[src/rtl/ham_pkg.sv]
// ---------------------------------------------------------------------------
// ham_pkg
// Shared definitions for the (17,12) Hamming SEC decoder and its arbiter.
//   HAM_N / HAM_K / SYN_W : codeword, data and syndrome widths
//   state_e               : arbiter sequencing states (IDLE=0, DEC=1, OUT=2)
//   ham_res_t             : one decoded result (data, syndrome, flags)
//   syn_mask()            : codeword bits that feed syndrome bit k
//   ham_extract()         : data bits pulled out of a (corrected) codeword
// ---------------------------------------------------------------------------
package ham_pkg;

   localparam int HAM_N = 17;
   localparam int HAM_K = 12;
   localparam int SYN_W = 5;

   typedef enum logic [1:0] {
      ST_IDLE = 2'd0,
      ST_DEC  = 2'd1,
      ST_OUT  = 2'd2
   } state_e;

   typedef struct packed {
      logic [HAM_K-1:0] data;
      logic [SYN_W-1:0] syn;
      logic             corr;
      logic             unc;
   } ham_res_t;

   // Codeword bit i sits at Hamming position i+1; syndrome bit k covers
   // every position whose binary index has bit k set.
   function automatic logic [HAM_N-1:0] syn_mask(input int k);
      logic [HAM_N-1:0] m;
      for (int i = 0; i < HAM_N; i++) begin
         m[i] = (((i + 1) >> k) & 1) != 0;
      end
      return m;
   endfunction

   // Non-parity positions 3,5,6,7,9..15,17, least significant first.
   function automatic logic [HAM_K-1:0] ham_extract(input logic [HAM_N-1:0] cw);
      return {cw[16], cw[14:8], cw[6:4], cw[2]};
   endfunction

endpackage

[src/rtl/ham17_dec.sv]
// ---------------------------------------------------------------------------
// ham17_dec
// Purely combinational (17,12) Hamming single-error-correcting decoder.
// Ports:
//   codeword_i [16:0] : received codeword
//   data_o     [11:0] : data bits after correction
//   syn_o      [4:0]  : syndrome
//   corr_o            : a single bit was flipped (syndrome 1..17)
//   unc_o             : syndrome points outside the codeword (18..31)
// ---------------------------------------------------------------------------
module ham17_dec
   import ham_pkg::*;
(
   input  logic [HAM_N-1:0] codeword_i,
   output logic [HAM_K-1:0] data_o,
   output logic [SYN_W-1:0] syn_o,
   output logic             corr_o,
   output logic             unc_o
);

   // One-hot flip vector: at most one position matches a non-zero syndrome.
   logic [HAM_N-1:0] flip;

   genvar gi;
   generate
      for (gi = 0; gi < SYN_W; gi++) begin : g_syn
         assign syn_o[gi] = ^(codeword_i & syn_mask(gi));
      end
      for (gi = 0; gi < HAM_N; gi++) begin : g_flip
         assign flip[gi] = (syn_o == SYN_W'(gi + 1));
      end
   endgenerate

   assign corr_o = |flip;
   assign unc_o  = (syn_o > SYN_W'(HAM_N));
   assign data_o = ham_extract(codeword_i ^ flip);

endmodule

[src/rtl/ham_dec_arb.sv]
// ---------------------------------------------------------------------------
// ham_dec_arb
// Two-requester round-robin arbiter and sequencer around one shared ham17_dec.
// Each accepted codeword walks IDLE -> DEC -> OUT; the registered result is
// held on the output handshake until the consumer takes it.
// Ports:
//   clk, reset_n                : clock, synchronous active-low reset
//   in0_valid/in0_codeword/in0_ready : channel 0 codeword handshake
//   in1_valid/in1_codeword/in1_ready : channel 1 codeword handshake
//   out_valid/out_ready         : result handshake
//   out_data, out_id, out_syn, out_corr, out_unc : registered result fields
//   cnt_clr                     : synchronous clear of both counters
//   corr_cnt0, corr_cnt1        : saturating corrected-error counts
// ---------------------------------------------------------------------------
module ham_dec_arb
   import ham_pkg::*;
#(
   parameter int CNT_W = 8
) (
   input  logic             clk,
   input  logic             reset_n,
   input  logic             in0_valid,
   input  logic [HAM_N-1:0] in0_codeword,
   output logic             in0_ready,
   input  logic             in1_valid,
   input  logic [HAM_N-1:0] in1_codeword,
   output logic             in1_ready,
   output logic             out_valid,
   input  logic             out_ready,
   output logic [HAM_K-1:0] out_data,
   output logic             out_id,
   output logic [SYN_W-1:0] out_syn,
   output logic             out_corr,
   output logic             out_unc,
   input  logic             cnt_clr,
   output logic [CNT_W-1:0] corr_cnt0,
   output logic [CNT_W-1:0] corr_cnt1
);

   state_e           state_q, state_d;
   logic             rr_q, rr_d;
   logic [HAM_N-1:0] cw_q, cw_d;
   logic             id_q, id_d;
   ham_res_t         res_q;
   logic             gnt0, gnt1;
   logic             gnt_id;

   logic [HAM_K-1:0] dec_data;
   logic [SYN_W-1:0] dec_syn;
   logic             dec_corr;
   logic             dec_unc;
   ham_res_t         dec_res;

   logic [1:0][CNT_W-1:0] cnt_all;

   // The decoder only ever sees the captured codeword, so producers may
   // change their inputs freely once the accept cycle is over.
   ham17_dec u_dec (
      .codeword_i (cw_q),
      .data_o     (dec_data),
      .syn_o      (dec_syn),
      .corr_o     (dec_corr),
      .unc_o      (dec_unc)
   );

   assign dec_res = {dec_data, dec_syn, dec_corr, dec_unc};

   // -----------------------------------------------------------------------
   // Next-state, grant and capture logic
   // -----------------------------------------------------------------------
   always_comb begin
      state_d = state_q;
      rr_d    = rr_q;
      cw_d    = cw_q;
      id_d    = id_q;
      gnt0    = 1'b0;
      gnt1    = 1'b0;
      gnt_id  = 1'b0;

      case (state_q)
         ST_IDLE: begin
            if (in0_valid || in1_valid) begin
               // Contention goes to the pointer; a lone requester always wins.
               gnt_id  = (in0_valid && in1_valid) ? rr_q : in1_valid;
               gnt0    = ~gnt_id;
               gnt1    = gnt_id;
               cw_d    = gnt_id ? in1_codeword : in0_codeword;
               id_d    = gnt_id;
               rr_d    = ~gnt_id;
               state_d = ST_DEC;
            end
         end
         ST_DEC: begin
            state_d = ST_OUT;
         end
         ST_OUT: begin
            if (out_ready) begin
               state_d = ST_IDLE;
            end
         end
         default: begin
            state_d = ST_IDLE;
         end
      endcase
   end

   // Readies are masked while reset is asserted so nothing is "accepted"
   // by an upstream producer on a cycle the block is about to discard.
   assign in0_ready = reset_n & gnt0;
   assign in1_ready = reset_n & gnt1;

   // -----------------------------------------------------------------------
   // State and result registers
   // -----------------------------------------------------------------------
   always_ff @(posedge clk) begin
      if (!reset_n) begin
         state_q <= ST_IDLE;
         rr_q    <= 1'b0;
         cw_q    <= '0;
         id_q    <= 1'b0;
         res_q   <= '0;
      end else begin
         state_q <= state_d;
         rr_q    <= rr_d;
         cw_q    <= cw_d;
         id_q    <= id_d;
         if (state_q == ST_DEC) begin
            res_q <= dec_res;
         end
      end
   end

   // -----------------------------------------------------------------------
   // Per-channel saturating corrected-error counters
   // -----------------------------------------------------------------------
   genvar gi;
   generate
      for (gi = 0; gi < 2; gi++) begin : g_cnt
         logic [CNT_W-1:0] cnt_q, cnt_d;
         logic             hit;

         // Only the DEC cycle of this channel's word may bump the count.
         assign hit = (state_q == ST_DEC) && dec_corr && (id_q == 1'(gi));

         always_comb begin
            cnt_d = cnt_q;
            if (cnt_clr) begin
               cnt_d = '0;
            end else if (hit && (cnt_q != {CNT_W{1'b1}})) begin
               cnt_d = cnt_q + 1'b1;
            end
         end

         always_ff @(posedge clk) begin
            if (!reset_n) begin
               cnt_q <= '0;
            end else begin
               cnt_q <= cnt_d;
            end
         end

         assign cnt_all[gi] = cnt_q;
      end
   endgenerate

   // -----------------------------------------------------------------------
   // Outputs
   // -----------------------------------------------------------------------
   assign out_valid = (state_q == ST_OUT);
   assign out_data  = res_q.data;
   assign out_syn   = res_q.syn;
   assign out_corr  = res_q.corr;
   assign out_unc   = res_q.unc;
   assign out_id    = id_q;
   assign corr_cnt0 = cnt_all[0];
   assign corr_cnt1 = cnt_all[1];

endmodule

[config.mk]
export PLATFORM = sky130hd
export DESIGN_NAME = ham_dec_arb
export DESIGN_NICKNAME = d
export VERILOG_FILES = /design/src/rtl/ham_pkg.sv /design/src/rtl/ham17_dec.sv /design/src/rtl/ham_dec_arb.sv
export SDC_FILE = /design/constraint.sdc
export NUM_CORES = 1
export LEC_CHECK = 0
export BUFFER_PORTS_ARGS = -buffer_cell sky130_fd_sc_hd__buf_2
export CORE_MARGIN = 2
export CORE_UTILIZATION = 48
export DETAILED_ROUTE_END_ITERATION = 8
export PLACE_DENSITY_LB_ADDON = 0.12
export REMOVE_ABC_BUFFERS = 1
export SYNTH_ARGS = -nofsm -noshare
export SYNTH_HDL_FRONTEND = slang
export SYNTH_SLANG_ARGS = --single-unit
[constraint.sdc]
create_clock -name clk -period 2.1 [get_ports clk]
set_input_delay 0.21 -clock clk [delete_from_list [all_inputs] [get_ports clk]]
set_output_delay 0.21 -clock clk [all_outputs]
set_load 0.02 [all_outputs]
==> flow_metrics.tcl <==
set metrics [dict create \
    run_status "complete, but fails checks" \
    violations "setup timing" \
    htreeDepth 2 \
    hold_path_class "in2reg" \
    synth_area_leaders "dfxtp_1, o211a_1, xnor2_1, mux2i_1, nand2_1" \
    yosysWarnings 0 \
    cts_root_buf "clkbuf_8" \
    avgSynthCellArea_um2 9.10 \
    antenna_found_initial 0 \
    final_max_slew_viol_count 0 \
    seq_area_frac_synth_pct 35.5 \
    io_pins 79 \
    max_freq_mhz 432 \
    yosysTopAreaCell "dfxtp_1" \
    worst-path-max-fanout 7 \
    clock_sinks 56 \
    synth-main-ff-cell "dfxtp_1" \
    drv_cap 0 \
    detailed_place_hpwl_mm 5.79 \
    slew_headroom_pct 52.4 \
    crit_type "reg2reg" \
    ir_worst_vdd_uv 544 \
    place_congestion 0.977 \
    fp-row-count 29 \
    power_density_nw_per_um2 900 \
    synth_cell_types 41 \
    cts_buffers 5 \
    async_reset_ff_share_pct 0 \
    grtUsageTotal_pct 21.8 \
    vias 3105 \
    grt-ovfl-total 0 \
    clock_path_buffers 2 \
    drt-initial-drc-count 147 \
    hold_buffers 0 \
    setup_violations 27 \
    synthDominantCellAreaShare_pct 35.5 \
    diodes 0 \
    fillerInstances 521 \
    die_w_um 85.1 \
    yosysMostFrequentCell "dfxtp_1" \
    ys_seq_elements 56 \
    synth_commonest_cells "dfxtp_1, nand2_1, o211a_1, nand3_1, xnor2_1" \
    post-route-drc-count 0 \
    firstDrtPassIters 4 \
    routed_wl_mm 8.33 \
    drtAntennaViolNets 0 \
    core_um2 6350 \
    layout-drive-gt1-share_pct 43.6 \
    finalNetCount 511 \
    port_buffers 78 \
    area_growth_syn_to_layout_pct 39.6 \
    worst_hold_slack_ns 0.167 \
    synth_edf_count 0 \
    die_h_um 85.1 \
    synthCells 347 \
    power_leakage_nw 2.16 \
    regArea_um2 1140 \
    min_period_ns 2.32 \
    critPathLaunchType "flop" \
    clk_pin_slew_ns 0.10 \
    finalWorstSetupSlack_ns -0.215 \
    rsz0062_at_grt "yes" \
    finClkSkew_ns 0.00698 \
    fin_crit_sh_pct 110 \
    finalHoldViolCount 0 \
    placed_area_um2 3970 \
    grt_max_degree 26 \
    wl_per_cell_um 15.2 \
    insertion_delay_ns 0.31 \
    first_global_vias 2804 \
    endpoint_kind "flop" \
    worstMarginPinSlew_ns 0.713 \
    cp.required_ns 2.34 \
    via_per_inst 5.68 \
    crit_arrival_ns 2.56 \
    synth_area_um2 3160 \
    cts_tree "done" \
    grt_pass1_wl_mm 12.7 \
    multi_input_area_um2 2200 \
    finalInstanceArea_um2 4410 \
    dieArea_um2 7240 \
    start_util_pct 49.7 \
]
-- critical path: stages, from the launching register on --
cell      delay (ns)
dfxtp_4         0.42
xor2_2          0.28
xnor2_1         0.23
nand3_2         0.19
a21boi_4        0.30
o211ai_4        0.18
or4_4           0.52
a21oi_2         0.13
-- final cells by class --
type                       instances  area share [%]
inverter                           3           0.255
tap                               77            2.19
timing repair buffer             138            19.3
sequential                        56            26.0
clock buffer                       6            1.65
clock inverter                     2           0.795
multi-input combinational        265            49.8
-- state kept, by name, summed over array words and instances (netlist names) --
name,flops
corr_cnt1,8
out_corr,1
corr_cnt0,8
state_q,2
out_id,1
out_syn,5
rr_q,1
out_data,12
out_unc,1
cw_q,17
-- logic make-up after synthesis --
| group | Yosys count | synth area share, % |
|---|---|---|
| AND/OR/NAND/NOR | 115 | 18.1 |
| adder cells (fa/ha/maj) | 2 | 0.792 |
| flip-flops | 56 | 35.5 |
| buffers and inverters | 27 | 3.72 |
| AO/OA/AOI/OAI | 91 | 23.8 |
| multiplexers | 17 | 5.39 |
| XOR/XNOR | 39 | 12.7 |
-- per-stage QoR --
step	cells	power (mW)	worst slack [ns]	TNS, ns	util (%)
6_report	547	3.97	-0.215	-3.50	69.4
5_1_grt	547	4.17	-0.306	-6.55	69.4
4_1_cts	542	3.77	-0.162	-2.47	66.9
3_5_place_dp	534	2.88	-0.300	-5.88	62.5
3_3_place_gp	534	2.86	-0.234	-4.70	62.5
2_1_floorplan	323	2.21	-0.810	-23.84	-
-- where the power goes --
| group | internal (mW) | total (mW) | switching [mW] |
|---|---|---|---|
| Clock | 0.355 | 0.714 | 0.359 |
| Combinational | 0.946 | 1.99 | 1.04 |
| Sequential | 1.16 | 1.27 | 0.103 |
| Total | 2.46 | 3.97 | 1.50 |
-- metal layers --
metal | wire length (um) | part of all wire (%) | vias up | track usage, %
met5 | 0 | 0 | - | 0
met4 | 195 | 2.3 | 0 | 8.80
met3 | 344 | 4.1 | 17 | 4.09
met2 | 4270 | 51 | 82 | 38.1
met1 | 3520 | 42 | 1486 | 26.4
li1 | - | - | 1520 | -
-- worst paths after layout --
kind / from / end / slack, ns / cells after the start
worst max-delay path: cw_q[9] / corr_cnt0[3] / -0.22 / 7
worst min register to register: out_corr / out_corr / 0.48 / 2
worst min-delay path: in1_codeword[16] / cw_q[16] / 0.17 / 3
worst max register to register: cw_q[9] / corr_cnt0[3] / -0.22 / 7
-- what timing repair did --
item,4_1_cts,5_1_grt
pin swaps,6,14
setup endpoints to repair,29,29
cloned,0,1
resized for setup,35,24
setup buffers,0,4
hold endpoints to repair,0,0
-- cell usage in the layout (no fill, tap or decap), types with 6 or more instances in the layout --
master and n:
dfxtp_1 47, xnor2_1 18, nor2b_1 6, nand3_2 6, buf_2 78, o21ai_1 6, o31ai_1 8, mux2i_1 17
nand2_1 44, xor2_2 8, a21oi_1 11, xnor2_2 6, nor2_1 9, nand3_1 22, a221oi_2 11, buf_4 57
o211a_1 31
Note: power is estimated with default switching activity, not from simulation.
